--- src/rtl/nvdla_done_intr_gen_pkg.sv ---
// -----------------------------------------------------------------------------
// nvdla_done_intr_gen_pkg
// Shared definitions for the done-interrupt generator and the units that talk
// to it: the layer-sequencing FSM state encoding, the width of the
// done-interrupt payload sent to the global interrupt controller, and a helper
// that turns a register-group index into a one-hot group mask.
// -----------------------------------------------------------------------------
package nvdla_done_intr_gen_pkg;

  // One bit per register group in the done-interrupt payload.
  localparam int INTR_PD_W = 2;

  typedef enum logic [2:0] {
    ST_IDLE  = 3'd0,
    ST_LOAD  = 3'd1,
    ST_BUSY  = 3'd2,
    ST_DRAIN = 3'd3,
    ST_DONE  = 3'd4
  } fsm_state_e;

  function automatic logic [INTR_PD_W-1:0] group_onehot(input logic grp);
    logic [INTR_PD_W-1:0] mask;
    mask      = '0;
    mask[grp] = 1'b1;
    return mask;
  endfunction

endpackage

--- src/rtl/nvdla_ostd_cnt.sv ---
// -----------------------------------------------------------------------------
// nvdla_ostd_cnt
// Saturating counter of outstanding DMA write requests.
//   clk    in   clock
//   srst   in   synchronous active-high reset
//   inc    in   one request accepted (pulse)
//   dec    in   one response returned (pulse)
//   count  out  current number of outstanding writes (register)
//   full   out  count is at its maximum value (decoded from the register)
//   err    out  sticky: a response arrived with nothing outstanding
// A simultaneous inc and dec cancel, even at the boundaries, so neither the
// saturation nor the underflow error can be triggered by that combination.
// -----------------------------------------------------------------------------
module nvdla_ostd_cnt #(
  parameter int W = 8
) (
  input  logic         clk,
  input  logic         srst,
  input  logic         inc,
  input  logic         dec,
  output logic [W-1:0] count,
  output logic         full,
  output logic         err
);

  localparam logic [W-1:0] CNT_MAX = '1;
  localparam logic [W-1:0] CNT_ONE = W'(1);

  logic [W-1:0] count_reg;
  logic [W-1:0] count_next;
  logic         err_reg;
  logic         err_next;

  always_comb begin
    count_next = count_reg;
    err_next   = err_reg;
    if (inc && !dec) begin
      // Saturate instead of wrapping when already full.
      if (count_reg != CNT_MAX) begin
        count_next = count_reg + CNT_ONE;
      end
    end else if (dec && !inc) begin
      if (count_reg != '0) begin
        count_next = count_reg - CNT_ONE;
      end else begin
        err_next = 1'b1;
      end
    end
  end

  always_ff @(posedge clk) begin
    if (srst) begin
      count_reg <= '0;
      err_reg   <= 1'b0;
    end else begin
      count_reg <= count_next;
      err_reg   <= err_next;
    end
  end

  assign count = count_reg;
  assign full  = (count_reg == CNT_MAX);
  assign err   = err_reg;

endmodule

--- src/rtl/nvdla_done_intr_gen.sv ---
// -----------------------------------------------------------------------------
// nvdla_done_intr_gen
// Sequences layers across two ping-pong register groups and raises the
// per-group done interrupt once the datapath has finished a layer and every
// DMA write of that layer has been acknowledged.
//   nvdla_core_clk      in   clock
//   nvdla_core_rst      in   synchronous active-high reset
//   reg2dp_op_en_g0/g1  in   register group armed (levels)
//   dp2intr_layer_end   in   datapath issued its last write (pulse)
//   dma_wr_req_acc      in   DMA write request accepted (pulse)
//   dma_wr_rsp          in   DMA write response returned (pulse)
//   intr2dp_op_load     out  start the layer using group intr2dp_consumer
//   intr2dp_consumer    out  index of the active register group
//   intr2reg_op_en_clr  out  one-hot clear of the finished group's op_en
//   intr2dma_wr_allow   out  outstanding-write counter not full
//   x2glb_done_intr_pd  out  done interrupt, bit g = group g finished
//   intr_ostd_err       out  sticky write-response underflow
//   intr_busy           out  a layer is in flight
// -----------------------------------------------------------------------------
module nvdla_done_intr_gen
  import nvdla_done_intr_gen_pkg::*;
#(
  parameter int OSTD_W = 8
) (
  input  logic                 nvdla_core_clk,
  input  logic                 nvdla_core_rst,
  input  logic                 reg2dp_op_en_g0,
  input  logic                 reg2dp_op_en_g1,
  input  logic                 dp2intr_layer_end,
  input  logic                 dma_wr_req_acc,
  input  logic                 dma_wr_rsp,
  output logic                 intr2dp_op_load,
  output logic                 intr2dp_consumer,
  output logic [1:0]           intr2reg_op_en_clr,
  output logic                 intr2dma_wr_allow,
  output logic [INTR_PD_W-1:0] x2glb_done_intr_pd,
  output logic                 intr_ostd_err,
  output logic                 intr_busy
);

  fsm_state_e           state_reg;
  logic                 consumer_reg;
  logic                 op_load_reg;
  logic [1:0]           op_en_clr_reg;
  logic [INTR_PD_W-1:0] done_pd_reg;

  logic [OSTD_W-1:0]    ostd_count;
  logic                 ostd_full;
  logic [1:0]           op_en;

  assign op_en = {reg2dp_op_en_g1, reg2dp_op_en_g0};

  // The counter tracks writes in every state, independent of the FSM.
  nvdla_ostd_cnt #(
    .W (OSTD_W)
  ) u_ostd_cnt (
    .clk   (nvdla_core_clk),
    .srst  (nvdla_core_rst),
    .inc   (dma_wr_req_acc),
    .dec   (dma_wr_rsp),
    .count (ostd_count),
    .full  (ostd_full),
    .err   (intr_ostd_err)
  );

  // Pulse outputs are set on the transition into the state they belong to so
  // that they are high for exactly the one cycle spent in LOAD or DONE.
  always_ff @(posedge nvdla_core_clk) begin
    if (nvdla_core_rst) begin
      state_reg     <= ST_IDLE;
      consumer_reg  <= 1'b0;
      op_load_reg   <= 1'b0;
      op_en_clr_reg <= '0;
      done_pd_reg   <= '0;
    end else begin
      op_load_reg   <= 1'b0;
      op_en_clr_reg <= '0;
      done_pd_reg   <= '0;
      case (state_reg)
        ST_IDLE: begin
          // Only the group whose turn it is can start a layer.
          if (op_en[consumer_reg]) begin
            state_reg   <= ST_LOAD;
            op_load_reg <= 1'b1;
          end
        end
        ST_LOAD: begin
          state_reg <= ST_BUSY;
        end
        ST_BUSY: begin
          if (dp2intr_layer_end) begin
            state_reg <= ST_DRAIN;
          end
        end
        ST_DRAIN: begin
          // Wait for every outstanding write of the layer to be acknowledged.
          if (ostd_count == '0) begin
            state_reg     <= ST_DONE;
            done_pd_reg   <= group_onehot(consumer_reg);
            op_en_clr_reg <= group_onehot(consumer_reg);
          end
        end
        ST_DONE: begin
          state_reg    <= ST_IDLE;
          consumer_reg <= ~consumer_reg;
        end
        default: begin
          state_reg <= ST_IDLE;
        end
      endcase
    end
  end

  assign intr2dp_op_load    = op_load_reg;
  assign intr2dp_consumer   = consumer_reg;
  assign intr2reg_op_en_clr = op_en_clr_reg;
  assign x2glb_done_intr_pd = done_pd_reg;
  assign intr2dma_wr_allow  = ~ostd_full;
  assign intr_busy          = (state_reg != ST_IDLE);

endmodule

--- config.mk ---
export PLATFORM = sky130hd
export DESIGN_NAME = nvdla_done_intr_gen
export DESIGN_NICKNAME = d
export VERILOG_FILES = /design/src/rtl/nvdla_done_intr_gen_pkg.sv /design/src/rtl/nvdla_ostd_cnt.sv /design/src/rtl/nvdla_done_intr_gen.sv
export SDC_FILE = /design/constraint.sdc
export NUM_CORES = 1
export LEC_CHECK = 0
export CORE_MARGIN = 5
export CORE_UTILIZATION = 54
export CTS_BUF_LIST = sky130_fd_sc_hd__clkbuf_8
export CTS_CLUSTER_SIZE = 8
export DETAILED_ROUTE_END_ITERATION = 16
export HOLD_SLACK_MARGIN = 0.1
export PLACE_DENSITY = 0.81
export SYNTH_ARGS = -nofsm -noshare
export SYNTH_HDL_FRONTEND = slang
export SYNTH_SLANG_ARGS = --single-unit
--- constraint.sdc ---
create_clock -name nvdla_core_clk -period 2.9 [get_ports nvdla_core_clk]
set_input_delay 0.58 -clock nvdla_core_clk [delete_from_list [all_inputs] [get_ports nvdla_core_clk]]
set_output_delay 0.58 -clock nvdla_core_clk [all_outputs]
set_load 0.01 [all_outputs]
* Word-level counts from Yosys, hierarchy flattened
Cells that the tools add are included.
** Operators by class
- Magnitude comparators :: 2
- Mux-type cells :: 13
- Reduce and logical (&&, ||, !) cells :: 16
- Add/sub/neg operators :: 2
- Equality and inequality tests :: 10
- Bitwise logic cells :: 7
** Operators by type and width (number)
- two-way mux 8 bit :: 4
- case mux 3 bit (4 select lines) :: 1
- two-way mux 3 bit :: 3
- AND reduction 3 bit :: 3
- adder 8 x 1 -> 8 bit, second input constant :: 1
- equality test 8 bit, second input constant :: 1
- logical NOT 8 bit :: 1
- != test 2 bit, second input constant :: 4
- != test 8 bit, second input constant :: 1
- nonzero test 8 bit :: 1
- subtractor 8 x 1 -> 8 bit, second input constant :: 1
- NOT 1 bit :: 7
- equality test 3 x 2 -> 1 bit, second input constant :: 2
- two-way mux 1 bit :: 4
- nonzero test 2 bit :: 2
- equality test 3 x 1 -> 1 bit, second input constant :: 1
- equality test 3 bit, second input constant :: 1
- logical AND 1 bit :: 3
- logical NOT 3 bit :: 1
- nonzero test 3 bit :: 1
- OR reduction 3 bit :: 1
- logical NOT 1 bit :: 2
- less-than comparator 1 x 2 -> 1 bit, second input constant :: 1
- OR reduction 2 bit :: 1
- 2 further kinds :: 2
** Storage, ports and cells
- Bits in registers :: 16
- Output and inout port bits :: 9
- Logic and storage cells :: 56
- Input bits :: 7

* Longest topological paths before layout
- Word-level depth :: 4
- Gate-level depth with buffers :: 8
- Mapped depth without buffers :: 8

* Hierarchy
From an unflattened synthesis, not the netlist that was laid out.
** Second synthesis, totals
- Cells, all modules :: 110
- Area total of the unflattened synthesis :: 1014.7 um^2
** By module, submodules not included
- nvdla_ostd_cnt :: instances 1, area an instance 710.7 um^2, seq. area each 180.2 um^2, cells each 80
- nvdla_done_intr_gen :: instances 1, area an instance 304.0 um^2, seq. area each 140.1 um^2, cells each 30

* Least setup slack after synthesis
Ideal clock, no wire load.
- Path kind :: input-to-reg
- Start point :: input dma_wr_rsp
- End point :: register u_ostd_cnt.count_reg[7], in the netlist u_ostd_cnt.count[7]
- Setup slack :: 489 ps
- Stages :: 7
- Library setup time :: 123 ps
- Data arrival time :: 2288 ps
- Data required time :: 2777 ps
- Buffers on the path :: 0
- Cells stage by stage :: nand2b_1 -> ha_1 -> a21oi_1 -> a21oi_1 -> or3_1 -> a31oi_1 -> mux2_1
** On the way
- Cells in the longest elaborated chain, start to end :: 4
- Elaborated cells between the ends (all ways) :: 8
- Classes of those cells :: 1 x eq/ne; 1 x mux; 6 x reduce/logical
** Ends and longest elaborated chain
- from (decl) :: RTL line nvdla_done_intr_gen.sv:31 : input logic dma_wr_rsp,
- logical NOT 1 bit :: RTL line nvdla_ostd_cnt.sv:37 : if (inc && !dec) begin
- logical AND 1 bit :: RTL line nvdla_ostd_cnt.sv:37
- != test 2 bit (no source line) / nonzero test 2 bit (equally long branches)
- AND reduction 3 bit (no source line)
- to (signal assigned) :: RTL line nvdla_ostd_cnt.sv:56 : count_reg <= count_next;
- to (decl) :: RTL line nvdla_ostd_cnt.sv:29 : logic [W-1:0] count_reg;
Several ways; a longest one is shown, not always the timed one.
A chain may end at the register's enable or synchronous reset.

* Worst setup path in the final report
Ends and elaborated chain as after synthesis.

==> metrics.txt <==
TritonRoute pass-1 iters 4; final setup violation count 0; Bufs on Longest Clock Path 2; clk_skew 0.897 ps; vias in the first global route 835; CP Max Fanout 4; Antenna Cells 0; status completed; antenna violations before repair 0; DRT Wirelength 2140 µm; Syn. warnings 0; WP data required 3030 ps; synth cell count leaders dfxtp_1, nand2_1, a21oi_1; Die Area 2730 µm²; fillers 139; Mapped Nets 129; CP max stage delay 400 ps; # DRC 0; min Tclk post-route 2650 ps; placer congestion estimate 0.903; Final ANT Viol Nets 0; total gr overflow 0; max reg flops 8; top cells by area, synth dfxtp_1, ha_1, a21oi_1; post-synth top area share 33.2%; layout cells sized above 1 14.1%; Async SR Flop Fraction 0%; CTS Hold Buffers Added 0; area grow syn2layout 25.8%; final hold viol count 0; Total Routing Usage GR 17.4%; row cnt 15; area of the multi-input gates 592 µm²; top_reg_cell synth dfxtp_1; Max Cap Viol 0; Post-synth EDFFs 0; Starting Density 56.5%; WL/cell 13.4 µm; setup_tns 0 ps; mapped cell area 965 µm²; Finished Layout Cells 160; global-route wire length before repair 3510 µm; worst slew pin tran 630 ps; routed vias 881; Slowest-stage cell, CP clkdlybuf4s50_1; synthesized instance count 114; worst path arrival time 2780 ps; htree depth 1; Worst Setup End Kind flop; largest net degree at the start of global routing 18; Root Driver clkbuf_8; Worst-path clk slew 60 ps; First DRT Iteration DRCs 6; fin util 71.1%; Placed Cells 157; max-slew violation count 0; post-CTS setup buffer count 0; period utilisation layout 91.3%; Total Nets Final 152; Avg Cell Area, Syn 8.46 µm²; slew margin rel. 57.9%; Post-CTS Resized 0; Synth area leader dfxtp_1; sequential area share after synthesis 33.2%; worst hold margin 480 ps; Pleak 0.486 nW; via/cell ratio 5.51; Die Wd 52.3 µm; crit-path cells clkdlybuf4s50_1, nand2b_1, buf_4, ha_1, a21oi_1, a21boi_1, or3_1, a31oi_1, mux2_1; Die Y 52.3 µm; Top Ports 16; most common cell in the synthesized netlist dfxtp_1; HPWL after DPL 1740 µm; Register Area 320 µm²; Sink Count 16; Worst-Skew Late Latency 250 ps; post-synth cell types 39; VDD IR-drop max 0.419 mV; core area 1710 µm²; total CTS buffers 3; Critical Path Source Type primary input; Buffers on Ports 15; min-delay worst type flop to flop; P per Cell Area 671 nW/µm²; flops & latches, synth 16; RSZ-0062 raised after global routing false; TritonCTS clock tree yes; worst setup path category primary input to flop; fmax 378 MHz
[final cells by class]
cell class,instances,share of cell area (%)
Multi-Input combinational cell,88,48.8
Sequential cell,16,26.4
Clock buffer,3,3.40
Tap cell,25,2.58
Inverter,5,1.55
Timing Repair Buffer,23,17.3
[worst max-delay path, delay by kind of cell]
family                   cells  cell delay [ps]
AO/OA/AOI/OAI                3              460
AND/OR/NAND/NOR              2              490
adder cells (fa/ha/maj)      1              330
buffers and inverters        2              570
multiplexers                 1              350
[power by group]
part	switching, mW	total [mW]	internal [mW]
clock network	0.0705	0.163	0.0920
logic	0.176	0.357	0.181
registers	0.0398	0.295	0.255
[path summary, 6_finish.rpt]
| check | to | startpoint | cells after the start | slack [ps] |
|---|---|---|---|---|
| min reg2reg | u_ostd_cnt.err$_SDFFE_PP0P_ | u_ostd_cnt.err$_SDFFE_PP0P_ | 2 | 480 |
| max | u_ostd_cnt.count[7]$_SDFFE_PP0P_ | dma_wr_rsp | 9 | 250 |
| min | u_ostd_cnt.err$_SDFFE_PP0P_ | u_ostd_cnt.err$_SDFFE_PP0P_ | 2 | 480 |
| max reg2reg | u_ostd_cnt.count[7]$_SDFFE_PP0P_ | u_ostd_cnt.count[2]$_SDFFE_PP0P_ | 6 | 890 |
[cell families (layout without fill, tap and decap cells)]
logic type	Yosys count	in the layout	synth area share [%]
buf+inv	10	31	5.45
xor+xnor	4	4	3.63
simple gates	52	52	30.2
fa+ha+maj	8	8	11.2
compound gates	22	22	14.1
mux	2	2	2.20
flops	16	16	33.2
[layer usage]
metal,part of all wire [%],global-route usage [%]
met1,42,18.6
met2,52,31.4
met3,3.3,3.13
met4,2.3,10.2
met5,0,0
[cells in the final DEF, fill, tap and decap left out, types with 2 or more instances in the layout]
| cell type | n |
|---|---|
| dfxtp_1 | 16 |
| clkdlybuf4s50_1 | 15 |
| nand2_1 | 11 |
| a21oi_1 | 10 |
| buf_4 | 8 |
| nor2_1 | 7 |
| ha_1 | 7 |
| inv_1 | 4 |
| nand4_1 | 4 |
| nand3_1 | 4 |
| nor2b_1 | 4 |
| nor4_1 | 3 |
| nor3_1 | 3 |
| and2_1 | 3 |
| clkbuf_8 | 3 |
| nand2b_1 | 2 |
| or3_1 | 2 |
| or4_4 | 2 |
| nor2_2 | 2 |
| o21ai_0 | 2 |
| a31oi_1 | 2 |
| xor2_1 | 2 |
| nor4b_1 | 2 |
| xnor2_1 | 2 |
[per-stage QoR]
stage	area, µm²	power, mW	setup WS, ps
CTS	1210	0.817	268
finish	1210	0.815	253
floorplan	965	0.550	489
global route	1210	0.872	146
detailed placement	1170	0.654	7.63
global placement	1170	0.638	92.2
No activity file was read; power rests on OpenSTA's default activity.
